[config.mk]
export PLATFORM = sky130hd
export DESIGN_NAME = conv_feeder
export DESIGN_NICKNAME = d
export VERILOG_FILES = /design/src/rtl/conv_feeder.sv
export SDC_FILE = /design/constraint.sdc
export NUM_CORES = 1
export LEC_CHECK = 0
export CELL_PAD_IN_SITES_DETAIL_PLACEMENT = 1
export CELL_PAD_IN_SITES_GLOBAL_PLACEMENT = 1
export CORE_AREA = 10 10 324 326
export CTS_CLUSTER_SIZE = 20
export DETAILED_ROUTE_END_ITERATION = 12
export DIE_AREA = 0 0 334 336
export PLACE_DENSITY_LB_ADDON = 0.12
export REMOVE_ABC_BUFFERS = 1
export SLEW_MARGIN = 20
export SYNTH_ARGS = -nofsm -noshare
export SYNTH_HDL_FRONTEND = slang
export SYNTH_SLANG_ARGS = --single-unit
[constraint.sdc]
create_clock -name Clk -period 6.1 [get_ports Clk]
set_clock_uncertainty 0.15 [all_clocks]
set_input_delay 0.61 -clock Clk [delete_from_list [all_inputs] [get_ports Clk]]
set_output_delay 0.61 -clock Clk [all_outputs]
set_load 0.05 [all_outputs]
[src/rtl/conv_feeder.sv]
// Memory-to-ConvTop stimulus feeder: weights, a fixed gap, then row*col pixels.
// Optional start-time size check under CONV_FEEDER_SIZE_CHECK_EN.
//
// state    | meaning
// S_IDLE   | waiting for start
// S_WEIGHT | issuing KernelSize weight reads
// S_GAP    | GapCycles issue slots with no reads
// S_DATA   | issuing row*col pixel reads
// S_FIN    | draining the read pipeline, then done
module conv_feeder #(
  parameter int DataWidth  = 64,
  parameter int Channels   = 4,
  parameter int KernelSize = 9,
  parameter int AddrWidth  = 16,
  parameter int GapCycles  = 4,
  parameter int MaxSize    = 256
) (
  input  logic                            Clk,
  input  logic                            Rst,
  input  logic                            start,
  input  logic [8:0]                      row_in,
  input  logic [8:0]                      col_in,
  input  logic [AddrWidth-1:0]            weight_base,
  input  logic [AddrWidth-1:0]            data_base,
  output logic                            mem_rd,
  output logic [AddrWidth-1:0]            mem_addr,
  input  logic [Channels*DataWidth-1:0]   mem_rdata,
  output logic [8:0]                      row_out,
  output logic [8:0]                      col_out,
  output logic [Channels*DataWidth-1:0]   weight_in,
  output logic                            weight_valid,
  output logic [Channels*DataWidth-1:0]   data_in,
  output logic                            data_valid,
  output logic                            busy,
  output logic                            done,
  output logic                            err
);

  localparam int BusW = Channels * DataWidth;
  localparam int CntW = $clog2(MaxSize * MaxSize + 1);

  typedef enum logic [2:0] {
    S_IDLE,
    S_WEIGHT,
    S_GAP,
    S_DATA,
    S_FIN
  } state_t;

  state_t               r_state;
  logic [CntW-1:0]      r_cnt;
  logic [8:0]           r_row;
  logic [8:0]           r_col;
  logic [AddrWidth-1:0] r_data_base;
  logic                 r_mem_rd;
  logic [AddrWidth-1:0] r_mem_addr;
  logic                 r_pipe_w;
  logic                 r_pipe_d;
  logic [BusW-1:0]      r_weight_in;
  logic                 r_weight_valid;
  logic [BusW-1:0]      r_data_in;
  logic                 r_data_valid;
  logic                 r_busy;
  logic                 r_done;
  logic                 r_err;

  logic [17:0]          w_npix;
  logic [17:0]          w_last_pix;
  logic                 w_size_ok;

  assign w_npix     = {9'd0, r_row} * {9'd0, r_col};
  assign w_last_pix = w_npix - 18'd1;

`ifdef CONV_FEEDER_SIZE_CHECK_EN
  assign w_size_ok = (row_in != 9'd0) && (col_in != 9'd0) &&
                     (int'(row_in) <= MaxSize) && (int'(col_in) <= MaxSize);
`else
  assign w_size_ok = 1'b1;
`endif

  always_ff @(posedge Clk) begin
    if (!Rst) begin
      r_state        <= S_IDLE;
      r_cnt          <= '0;
      r_row          <= '0;
      r_col          <= '0;
      r_data_base    <= '0;
      r_mem_rd       <= 1'b0;
      r_mem_addr     <= '0;
      r_pipe_w       <= 1'b0;
      r_pipe_d       <= 1'b0;
      r_weight_in    <= '0;
      r_weight_valid <= 1'b0;
      r_data_in      <= '0;
      r_data_valid   <= 1'b0;
      r_busy         <= 1'b0;
      r_done         <= 1'b0;
      r_err          <= 1'b0;
    end else begin
      r_done <= 1'b0;
      r_err  <= 1'b0;

      // A read issued in WEIGHT/DATA returns next cycle and is registered the cycle after.
      r_pipe_w       <= r_mem_rd && (r_state == S_WEIGHT);
      r_pipe_d       <= r_mem_rd && (r_state == S_DATA);
      r_weight_valid <= r_pipe_w;
      r_weight_in    <= r_pipe_w ? mem_rdata : '0;
      r_data_valid   <= r_pipe_d;
      r_data_in      <= r_pipe_d ? mem_rdata : '0;

      case (r_state)
        S_IDLE: begin
          if (start) begin
            if (w_size_ok) begin
              r_row       <= row_in;
              r_col       <= col_in;
              r_data_base <= data_base;
              r_busy      <= 1'b1;
              r_mem_rd    <= 1'b1;
              r_mem_addr  <= weight_base;
              r_cnt       <= CntW'(KernelSize - 1);
              r_state     <= S_WEIGHT;
            end else begin
              r_err <= 1'b1;
            end
          end
        end

        S_WEIGHT: begin
          if (r_cnt == '0) begin
            r_mem_rd <= 1'b0;
            r_cnt    <= CntW'(GapCycles - 1);
            r_state  <= S_GAP;
          end else begin
            r_mem_addr <= r_mem_addr + AddrWidth'(1);
            r_cnt      <= r_cnt - CntW'(1);
          end
        end

        S_GAP: begin
          if (r_cnt != '0) begin
            r_cnt <= r_cnt - CntW'(1);
          end else if (w_npix == 18'd0) begin
            r_cnt   <= CntW'(1);
            r_state <= S_FIN;
          end else begin
            r_mem_rd   <= 1'b1;
            r_mem_addr <= r_data_base;
            r_cnt      <= w_last_pix[CntW-1:0];
            r_state    <= S_DATA;
          end
        end

        S_DATA: begin
          if (r_cnt == '0) begin
            r_mem_rd <= 1'b0;
            r_cnt    <= CntW'(1);
            r_state  <= S_FIN;
          end else begin
            r_mem_addr <= r_mem_addr + AddrWidth'(1);
            r_cnt      <= r_cnt - CntW'(1);
          end
        end

        S_FIN: begin
          // Two drain cycles let the final pixel leave the read pipeline before done.
          if (r_cnt == '0) begin
            r_done  <= 1'b1;
            r_busy  <= 1'b0;
            r_state <= S_IDLE;
          end else begin
            r_cnt <= r_cnt - CntW'(1);
          end
        end

        default: r_state <= S_IDLE;
      endcase
    end
  end

  assign mem_rd       = r_mem_rd;
  assign mem_addr     = r_mem_addr;
  assign row_out      = r_row;
  assign col_out      = r_col;
  assign weight_in    = r_weight_in;
  assign weight_valid = r_weight_valid;
  assign data_in      = r_data_in;
  assign data_valid   = r_data_valid;
  assign busy         = r_busy;
  assign done         = r_done;
  assign err          = r_err;

endmodule
==> impl_metrics.json, run 1 <==
{
  "status": "completed",
  "avgSynthCellArea_sq_um": 10.12,
  "maxSlewHeadroom": 0.3148,
  "hold_path_class": "flip-flop to flip-flop",
  "area_growth_pct": 60.34,
  "ys_seq_elements": 589,
  "fmax_ghz": 0.1707,
  "grt_max_degree": 197,
  "critPathMaxFanout": 8,
  "numCtsBuffers": 74,
  "wire_per_inst_um": 26.83,
  "max_cap_violations": 0,
  "p_clk_frac": 0.364,
  "nets": 3298,
  "p_int_mw": 8.006,
  "grt_first_pass_wirelength_um": 156900,
  "seq_area_sq_um": 11830,
  "post-route-drc-count": 0,
  "grtUsageTotal": 0.1922,
  "cp-end-kind": "flip-flop",
  "initial_core_util": 0.2143,
  "setup_viol": 0,
  "vias": 18690,
  "grt_pass1_vias": 19370,
  "hold_buffers": 0,
  "ir_drop_uv": 202.1,
  "fin_crit_sh": 0.9606,
  "r2r_start": "row_out[2]",
  "clkTransAtPathRegs_ns": 0.06,
  "die_x_um": 334,
  "path_cells": "buf_6 -> nand2_1 -> fa_1 -> inv_1 -> ha_1 -> ha_1 -> inv_1 -> fa_1 -> inv_1 -> ha_4 -> fa_2 -> a21o_1 -> and4_4 -> or3_1 -> a222oi_1 -> buf_4 -> o2111ai_4 -> o31a_2 -> o31ai_4 -> clkbuf_16 -> o221a_2",
  "pwr-share-seq": 0.352,
  "hold_viol": 0,
  "fill_cells": 10860,
  "cp_top_family": "adder cells",
  "final_layout_size_suffix_gt1_frac": 0.07458,
  "r2r_slack_ns": 0.24,
  "synthArstFlopShare": 0,
  "io_buffer_count": 859,
  "finalPower_mw": 12.21,
  "syn_inst": 2078,
  "grt-ovfl-total": 0,
  "viasPerCell": 4.400,
  "gp_congestion": 0.8318,
  "critPathKind": "flip-flop to flip-flop",
  "worst_ep_arrival_time_ns": 6.28,
  "synth_edf_count": 0,
  "rsz0062_at_grt": "false",
  "drt_iter0_markers": 859,
  "die_h_um": 336,
  "critPathLaunchType": "flip-flop",
  "finalNonFillerCells": 4247,
  "holdPathStages": 2,
  "yosys.cell_types.count": 70,
  "rows": 115,
  "route.final.wire_length_um": 114000,
  "dp.cells": 4098,
  "period_needed_ns": 5.860,
  "ys_seq_area_frac": 0.5607,
  "drv_slew": 0,
  "worstMarginPinSlew_ns": 1.028,
  "synth-main-ff-cell": "dfxtp_1",
  "cp_num_buf_inv": 6,
  "dp_hpwl_um": 89690,
  "cts.htree.levels": 3,
  "crit_path_max_incr_delay_ns": 0.54,
  "die_area_sq_um": 112200,
  "finalInstanceArea_sq_um": 33720,
  "grt_antenna_before_repair": 17,
  "rr_worst_depth": 21,
  "clock_sinks": 589,
  "ios": 861,
  "switching_share": 0.3442,
  "slowest_stage": "fa_1",
  "worst-endpoint-required_ns": 6.52,
  "syn-cell-area_sq_um": 21030,
  "p_comb_frac": 0.284,
  "whs_endpoint": "r_data_base[6]",
  "ys_warn_count": 0,
  "clk_latency_ns": 0.63,
  "p_leak_nw": 14.98,
  "cts_buffer_depth": 3,
  "power_switching_mw": 4.203,
  "path_common_cell": "inv_1",
  "placed_cell_area_sq_um": 30960,
  "core_area_sq_um": 98130,
  "rr_endpoint": "mem_addr[12]",
  "p_per_area_nw_per_um2": 362.1,
  "root_buffer": "clkbuf_16",
  "ant_nets": 0,
  "setup_tns_ns": 0,
  "cts_tree": "done",
  "firstDrtPassIters": 5,
  "multiInputGateArea_sq_um": 8354,
  "worstHoldStart": "r_data_base[6]"
}
[tightest hold or removal path: cells and delay by family (launching register included)]
family,cells,cell delay [ns]
simple gates,1,0.05
compound gates,1,0.05
flops,1,0.31
[power groups by stage]
stage	clock network, mW	logic [mW]	registers, mW
after floorplan	0	1.33	4.86
after global placement	0	3.33	4.35
after detailed placement	0	3.34	4.37
after CTS	4.59	3.39	4.29
after global routing	4.73	3.77	4.33
final	4.45	3.47	4.29
[sequential cells by signal (all words and copies together) (netlist names)]
name	count
data_valid	1
r_pipe_d	1
r_data_base	16
done	1
r_cnt	17
row_out	9
mem_addr	16
weight_valid	1
r_state	3
weight_in	256
data_in	256
r_pipe_w	1
col_out	9
busy	1
mem_rd	1
[stage by stage]
| stage | utilization | setup WS [ns] | hold slack (ns) |
|---|---|---|---|
| finish | 0.3436 | 0.2401 | 0.3096 |
| global route | 0.3434 | 0.003900 | 0.3485 |
| CTS | 0.3410 | 0.03574 | 0.3112 |
| detailed placement | 0.3155 | -0.1039 | 0.3040 |
| global placement | 0.3155 | 0.04783 | 0.2941 |
| floorplan | - | -0.2455 | 0.2860 |
[cells in the final DEF (no fill, tap or decap), types with 8 or more instances in the layout]
cell	count
dfxtp_1	572
fa_1	49
clkdlybuf4s50_1	858
buf_4	46
diode_2	10
nor2_1	33
ha_1	38
dfxtp_2	11
nand2_1	183
mux2i_1	9
clkinv_2	9
o21ai_0	46
a211oi_1	16
clkbuf_1	11
nand3_1	10
a22oi_1	15
nor3_1	20
clkbuf_16	78
or3_1	8
xor2_1	12
and3_1	514
or4_1	11
a21oi_1	79
inv_1	88
clkbuf_8	20
xnor2_1	15
and2_1	53
[final cells by class]
cell class | instances | share of cell area
Multi-Input combinational cell | 1230 | 0.2478
Clock buffer | 107 | 0.06579
Timing Repair Buffer | 913 | 0.2696
Inverter | 89 | 0.009907
Tap cell | 1287 | 0.04776
Clock inverter | 22 | 0.007644
Sequential cell | 589 | 0.3508
Antenna cell | 10 | 0.0007421
[synth_stat cells, types with 12 or more instances]
cell	number	area [sq um]
a211oi_1	17	127.6
a21oi_1	81	405.4
a22oi_1	15	112.6
and2_1	53	331.6
and3_1	514	3216
clkbuf_1	158	593.1
dfxtp_1	589	11790
fa_1	50	1001
ha_1	42	525.5
inv_1	88	330.3
nand2_1	184	690.7
nor2_1	33	123.9
nor3_1	21	105.1
o21ai_0	47	235.2
xnor2_1	16	140.1
xor2_1	12	105.1
[how the worst max path moves through the flow]
stage               start            to  slack, ns  depth (start not counted)
2_1_floorplan  row_out[0]     r_cnt[16]      -0.25                         17
3_3_place_gp   row_out[6]  mem_addr[12]       0.05                         18
3_5_place_dp   row_out[6]   mem_addr[4]      -0.10                         18
4_1_cts        row_out[6]     r_cnt[10]       0.04                         19
5_1_grt        row_out[3]  mem_addr[12]      0.004                         20
6_report       row_out[2]  mem_addr[12]       0.24                         21
[cells by family (layout without fill, tap and decap cells)]
logic type	Yosys count	count (layout)	synth area share
AO/OA/AOI/OAI	231	231	0.06979
buffers and inverters	259	1131	0.04742
other	1	11	0.0001783
adder cells (fa/ha/maj)	92	92	0.07258
AND/OR/NAND/NOR	869	869	0.2334
multiplexers	9	9	0.004284
XOR/XNOR	28	28	0.01166
flip-flops	589	589	0.5607
[repair_timing]
item | CTS | global route
setup endpoints to repair | 25 | 35
pin swaps | 1 | 5
gates cloned | 0 | 2
resized for setup | 4 | 41
buffers inserted | 2 | 6
[metal layers]
metal	global-route usage	wire, um	vias to the layer above
li1	-	-	8733
met1	0.2282	47490	9317
met2	0.3389	56780	502
met3	0.05688	7745	114
met4	0.04209	1828	20
met5	0	125	-
Note: power is estimated with default switching activity, not from simulation.
==> inputs of run 2 (changes only) <==
CORE_AREA = 4 4 337 339   (was 10 10 324 326)
DIE_AREA = 0 0 341 343   (was 0 0 334 336)
==> impl_metrics.json, run 2 (synthesis gave the netlist of run 1 again) <==
{
  "worstHoldStart": "r_data_base[15]",
  "ios": 861,
  "finalNonFillerCells": 4468,
  "holdPathStages": 2,
  "io_buffer_count": 859,
  "clkTransAtPathRegs_ns": 0.05,
  "whs_endpoint": "r_data_base[15]",
  "fill_cells": 12290,
  "r2r_slack_ns": 0.25,
  "maxSlewHeadroom": 0.2764,
  "hold_path_class": "flip-flop to flip-flop",
  "slowest_stage": "or4b_2",
  "cts.htree.levels": 3,
  "p_per_area_nw_per_um2": 365.9,
  "grt_antenna_before_repair": 25,
  "switching_share": 0.3424,
  "worst_ep_arrival_time_ns": 6.24,
  "p_comb_frac": 0.285,
  "root_buffer": "clkbuf_16",
  "rows": 122,
  "clk_latency_ns": 0.62,
  "numCtsBuffers": 76,
  "dp_hpwl_um": 91190,
  "power_switching_mw": 4.273,
  "cp-end-kind": "flip-flop",
  "crit_path_max_incr_delay_ns": 0.66,
  "multiInputGateArea_sq_um": 8303,
  "final_common_cell": "clkdlybuf4s50_1",
  "drv_slew": 0,
  "hold_viol": 0,
  "grt_max_degree": 194,
  "firstDrtPassIters": 5,
  "die_h_um": 343,
  "ant_nets": 0,
  "critPathKind": "flip-flop to flip-flop",
  "die_x_um": 341,
  "pwr-share-seq": 0.344,
  "fmax_ghz": 0.1708,
  "seq_area_sq_um": 11810,
  "finalPower_mw": 12.48,
  "vias": 18870,
  "area_growth_pct": 62.16,
  "final_cell_mix": "clkdlybuf4s50_1, dfxtp_1, and3_1, nand2_1, inv_1",
  "p_int_mw": 8.206,
  "die_area_sq_um": 117000,
  "cp_num_buf_inv": 7,
  "viasPerCell": 4.223,
  "critPathLaunchType": "flip-flop",
  "setup_viol": 0,
  "initial_core_util": 0.1906,
  "max_cap_violations": 0,
  "grt_pass1_vias": 19280,
  "status": "completed",
  "cts_buffer_depth": 3,
  "route.final.wire_length_um": 116500,
  "fin_crit_sh": 0.9598,
  "critPathMaxFanout": 12,
  "final_layout_size_suffix_gt1_frac": 0.07309,
  "dp.cells": 4311,
  "r2r_start": "row_out[4]",
  "p_leak_nw": 15.08,
  "grtUsageTotal": 0.1891,
  "post-route-drc-count": 0,
  "grt_first_pass_wirelength_um": 158600,
  "drt_iter0_markers": 889,
  "gp_congestion": 0.8756,
  "worst-endpoint-required_ns": 6.49,
  "grt-ovfl-total": 0,
  "nets": 3309,
  "core_area_sq_um": 110400,
  "clock_sinks": 589,
  "path_cells": "and2_1 -> fa_1 -> inv_1 -> fa_1 -> inv_1 -> fa_1 -> inv_1 -> fa_1 -> inv_1 -> ha_1 -> o21ai_0 -> nor3_1 -> a2111oi_0 -> buf_4 -> a21boi_0 -> o2111ai_1 -> buf_4 -> nor3_1 -> buf_4 -> or4b_2 -> a21oi_1",
  "rr_worst_depth": 21,
  "worstMarginPinSlew_ns": 1.078,
  "wire_per_inst_um": 26.07,
  "cp_top_family": "adder cells",
  "ir_drop_uv": 253.9,
  "cts_tree": "done",
  "period_needed_ns": 5.855,
  "p_clk_frac": 0.371,
  "rr_endpoint": "r_cnt[10]"
}
==> run 2: changes by cell type in the layout (fill, tap and decap cells not counted), sizes merged <==
cell / change
bufinv: +3
clkbuf: +7
inv: +1
clkinvlp: -1
diode: +1
buf: +9
==> run 2: tightest hold or removal path, stage by stage, from the launching register on <==
cell,delay (ns)
dfxtp_1,0.31
nand2_1,0.05
a21oi_1,0.06
==> run 2: cell type report <==
class | instances | share of cell area
inverters | 89 | 0.009796
flip-flops and latches | 589 | 0.3462
repair buffers | 922 | 0.2691
clock buffers | 114 | 0.06645
clock inverters | 25 | 0.009503
multi-input cells | 1230 | 0.2435
well taps | 1488 | 0.05460
diodes | 11 | 0.0008072
==> run 2: how the worst max path moves through the flow <==
stage / to / start / depth (start not counted)
after detailed placement: mem_addr[12] / row_out[5] / 18
after CTS: mem_addr[9] / row_out[3] / 20
after global routing: mem_addr[0] / col_out[0] / 20
final: r_cnt[10] / row_out[4] / 21
after floorplan: r_cnt[16] / row_out[0] / 17
after global placement: mem_addr[12] / row_out[5] / 18
==> run 2: power groups by stage <==
stage               clock [mW]  sequential, mW  combinational (mW)
floorplan                    0            4.86                1.33
finish                    4.63            4.29                3.56
detailed placement           0            4.37                3.45
CTS                       4.78            4.29                3.48
global placement             0            4.36                3.44
global route              4.94            4.32                3.85
==> run 2: through the flow <==
step	area, sq um	setup slack [ns]	hold WS [ns]	utilization	setup TNS [ns]
floorplan	20370	-0.2455	0.2860	-	-4.352
detailed placement	31340	-0.1285	0.3047	0.2839	-1.144
global placement	31330	0.1125	0.2944	0.2839	0
CTS	33940	0.03370	0.3169	0.3075	0
global route	34080	-0.04919	0.3488	0.3088	-0.3184
finish	34100	0.2454	0.3141	0.3090	0
==> run 2: routing by layer <==
layer  wire length (um)  up-vias  global-route usage
met5                 46        -                   0
met3               8387       99             0.05072
li1                   -     8772                   -
met1              49710     9366              0.2405
met4               1920        6             0.04080
met2              56400      624              0.3214
==> run 2: what timing repair did <==
| item | 4_1_cts | 5_1_grt |
|---|---|---|
| buffers inserted | 0 | 5 |
| hold buffers | 0 | 0 |
| gates cloned | 0 | 2 |
| resized for setup | 2 | 21 |
| pin swaps | 0 | 6 |
| endpoints found under the setup margin | 17 | 34 |
==> inputs of run 3 (changes only) <==
ABC_AREA = 1   (was unset)
CORE_AREA = 4 4 330 332   (was 4 4 337 339)
DIE_AREA = 0 0 334 336   (was 0 0 341 343)
PLACE_DENSITY = 0.61   (was unset)
PLACE_DENSITY_LB_ADDON = unset   (was 0.12)
==> impl_metrics.json, run 3 <==
{
  "status": "completed",
  "grt_max_degree": 104,
  "yosys.cell_types.count": 45,
  "drt_iter0_markers": 1096,
  "setup_tns_ns": 0,
  "vias": 18730,
  "finish.utilization": 0.3143,
  "viasPerCell": 3.943,
  "ir_drop_uv": 188.7,
  "grt_first_pass_wirelength_um": 155500,
  "critPathLaunchType": "flip-flop",
  "r2r_slack_ns": 0.63,
  "worstMarginPinSlew_ns": 1.014,
  "cp_top_family": "adder cells",
  "post-route-drc-count": 0,
  "grt-ovfl-total": 0,
  "holdWs_ns": 0.3094,
  "avgSynthCellArea_sq_um": 8.507,
  "p_clk_frac": 0.369,
  "synthDominantCellAreaShare": 0.5685,
  "area_growth_pct": 61.08,
  "clkTransAtPathRegs_ns": 0.05,
  "cts.htree.levels": 3,
  "ant_nets": 0,
  "yosysTopAreaCell": "dfxtp_1",
  "clk_latency_ns": 0.62,
  "ys_warn_count": 0,
  "crit_path_max_incr_delay_ns": 0.56,
  "final_cell_mix": "clkdlybuf4s50_1, dfxtp_1, nor2_1, inv_1, nand2_1",
  "grt_antenna_before_repair": 8,
  "die_x_um": 334,
  "period_needed_ns": 5.468,
  "finalPower_mw": 12.30,
  "p_per_area_nw_per_um2": 368.1,
  "critPathKind": "flip-flop to flip-flop",
  "yosysMostFrequentCell": "dfxtp_1",
  "holdPathStages": 2,
  "die_area_sq_um": 112200,
  "finalNonFillerCells": 4751,
  "cp-end-kind": "flip-flop",
  "fmax_ghz": 0.1829,
  "grtUsageTotal": 0.1967,
  "cp_num_buf_inv": 7,
  "maxSlewHeadroom": 0.3222,
  "route.final.wire_length_um": 114800,
  "r2r_start": "row_out[3]",
  "hold_viol": 0,
  "synth_edf_count": 0,
  "p_leak_nw": 15.03,
  "netlist_top_cells_area": "dfxtp_1, nor2_1, inv_1, nand2_1, fa_1",
  "ys_seq_area_frac": 0.5685,
  "p_int_mw": 7.913,
  "p_comb_frac": 0.280,
  "final_common_cell": "clkdlybuf4s50_1",
  "synthArstFlopShare": 0,
  "io_buffer_count": 859,
  "clock_sinks": 589,
  "die_h_um": 336,
  "initial_core_util": 0.1951,
  "rr_worst_depth": 25,
  "cts_buffer_depth": 3,
  "cts_tree": "done",
  "synth_commonest_cells": "dfxtp_1, nor2_1, inv_1, nand2_1, clkbuf_1",
  "ios": 861,
  "ys_seq_elements": 589,
  "cts_resized": 0,
  "syn-cell-area_sq_um": 20740,
  "max_cap_violations": 0,
  "gp_congestion": 0.8691,
  "syn_inst": 2438,
  "worst-endpoint-required_ns": 6.45,
  "nets": 3688,
  "worst_ep_arrival_time_ns": 5.82,
  "pwr-share-seq": 0.352,
  "rows": 120,
  "rsz0062_at_grt": "false",
  "hold_path_class": "flip-flop to flip-flop",
  "power_switching_mw": 4.384,
  "slowest_stage": "fa_1",
  "cts_setup_buffers": 0,
  "whs_endpoint": "r_data_base[2]",
  "wire_per_inst_um": 24.17,
  "numCtsBuffers": 74,
  "dp_hpwl_um": 94300,
  "hold_buffers": 0,
  "switching_share": 0.3565,
  "core_area_sq_um": 106300,
  "root_buffer": "clkbuf_16",
  "critPathMaxFanout": 22,
  "grt_pass1_vias": 19750,
  "worstHoldStart": "r_data_base[2]",
  "firstDrtPassIters": 5,
  "drv_slew": 0,
  "final_layout_size_suffix_gt1_frac": 0.05595,
  "fill_cells": 12400,
  "rr_endpoint": "mem_addr[1]",
  "dp.cells": 4614,
  "synth-main-ff-cell": "dfxtp_1",
  "setup_viol": 0,
  "fin_crit_sh": 0.8964
}
run 3: cell count changes after synthesis, moves of 26 or more:
cell	previous run	this run
and2_1	53	0
and3_1	514	1
clkbuf_1	158	90
inv_1	88	457
nand2_1	184	278
nand3_1	10	85
nor2_1	33	581
o21ai_0	47	21
run 3: worst min-delay path, delay by kind of cell (launching register included):
kind,cells,cell delay [ns]
AOI/OAI and AO/OA,1,0.06
buffers and inverters,1,0.06
DFF,1,0.29
run 3: worst max-delay path by stage:
stage / start / endpoint / slack, ns / cells past startpoint
finish: row_out[3] / mem_addr[1] / 0.63 / 25
global route: row_out[4] / mem_addr[2] / 0.12 / 23
CTS: row_out[4] / mem_addr[2] / 0.56 / 23
detailed placement: row_out[4] / mem_addr[1] / 0.57 / 23
global placement: row_out[3] / mem_addr[2] / 0.67 / 25
floorplan: row_out[0] / mem_addr[2] / 0.90 / 23
run 3: power groups by stage:
stage	clock network, mW	registers (mW)	logic, mW
2_1_floorplan	0	4.76	1.83
3_3_place_gp	0	4.39	3.43
3_5_place_dp	0	4.40	3.46
4_1_cts	4.66	4.32	3.48
5_1_grt	4.82	4.36	3.80
6_report	4.54	4.32	3.44
run 3: per-layer routing:
metal,global-route usage,routed length [um],part of all wire
met1,0.2377,47320,0.41
met3,0.07187,10330,0.090
met2,0.3150,52160,0.45
met4,0.08553,4987,0.043
met5,0,27,0.00024
run 3: final cells by class:
cell class,instances,area (sq um),area share
tap,1403,1755,0.05255
antenna,6,15.01,0.0004494
sequential,589,11790,0.3530
inverter,462,1734,0.05191
timing repair buffer,875,8781,0.2628
multi-input combinational,1285,6807,0.2037
clock buffer,111,2213,0.06625
clock inverter,20,310.3,0.009288
run 3: cell families after synthesis:
family	share of synthesized area
AO/OA/AOI/OAI	0.04139
XOR/XNOR	0.01014
flip-flops	0.5685
AND/OR/NAND/NOR	0.2019
buffers and inverters	0.1042
other	0.0001808
adder cells (fa/ha/maj)	0.07360
run 3: through the flow:
| stage | worst slack (ns) | area (sq um) |
|---|---|---|
| floorplan | 0.9028 | 20310 |
| global placement | 0.6658 | 30870 |
| detailed placement | 0.5660 | 30870 |
| CTS | 0.5581 | 33390 |
| global route | 0.1239 | 33400 |
| finish | 0.6321 | 33410 |
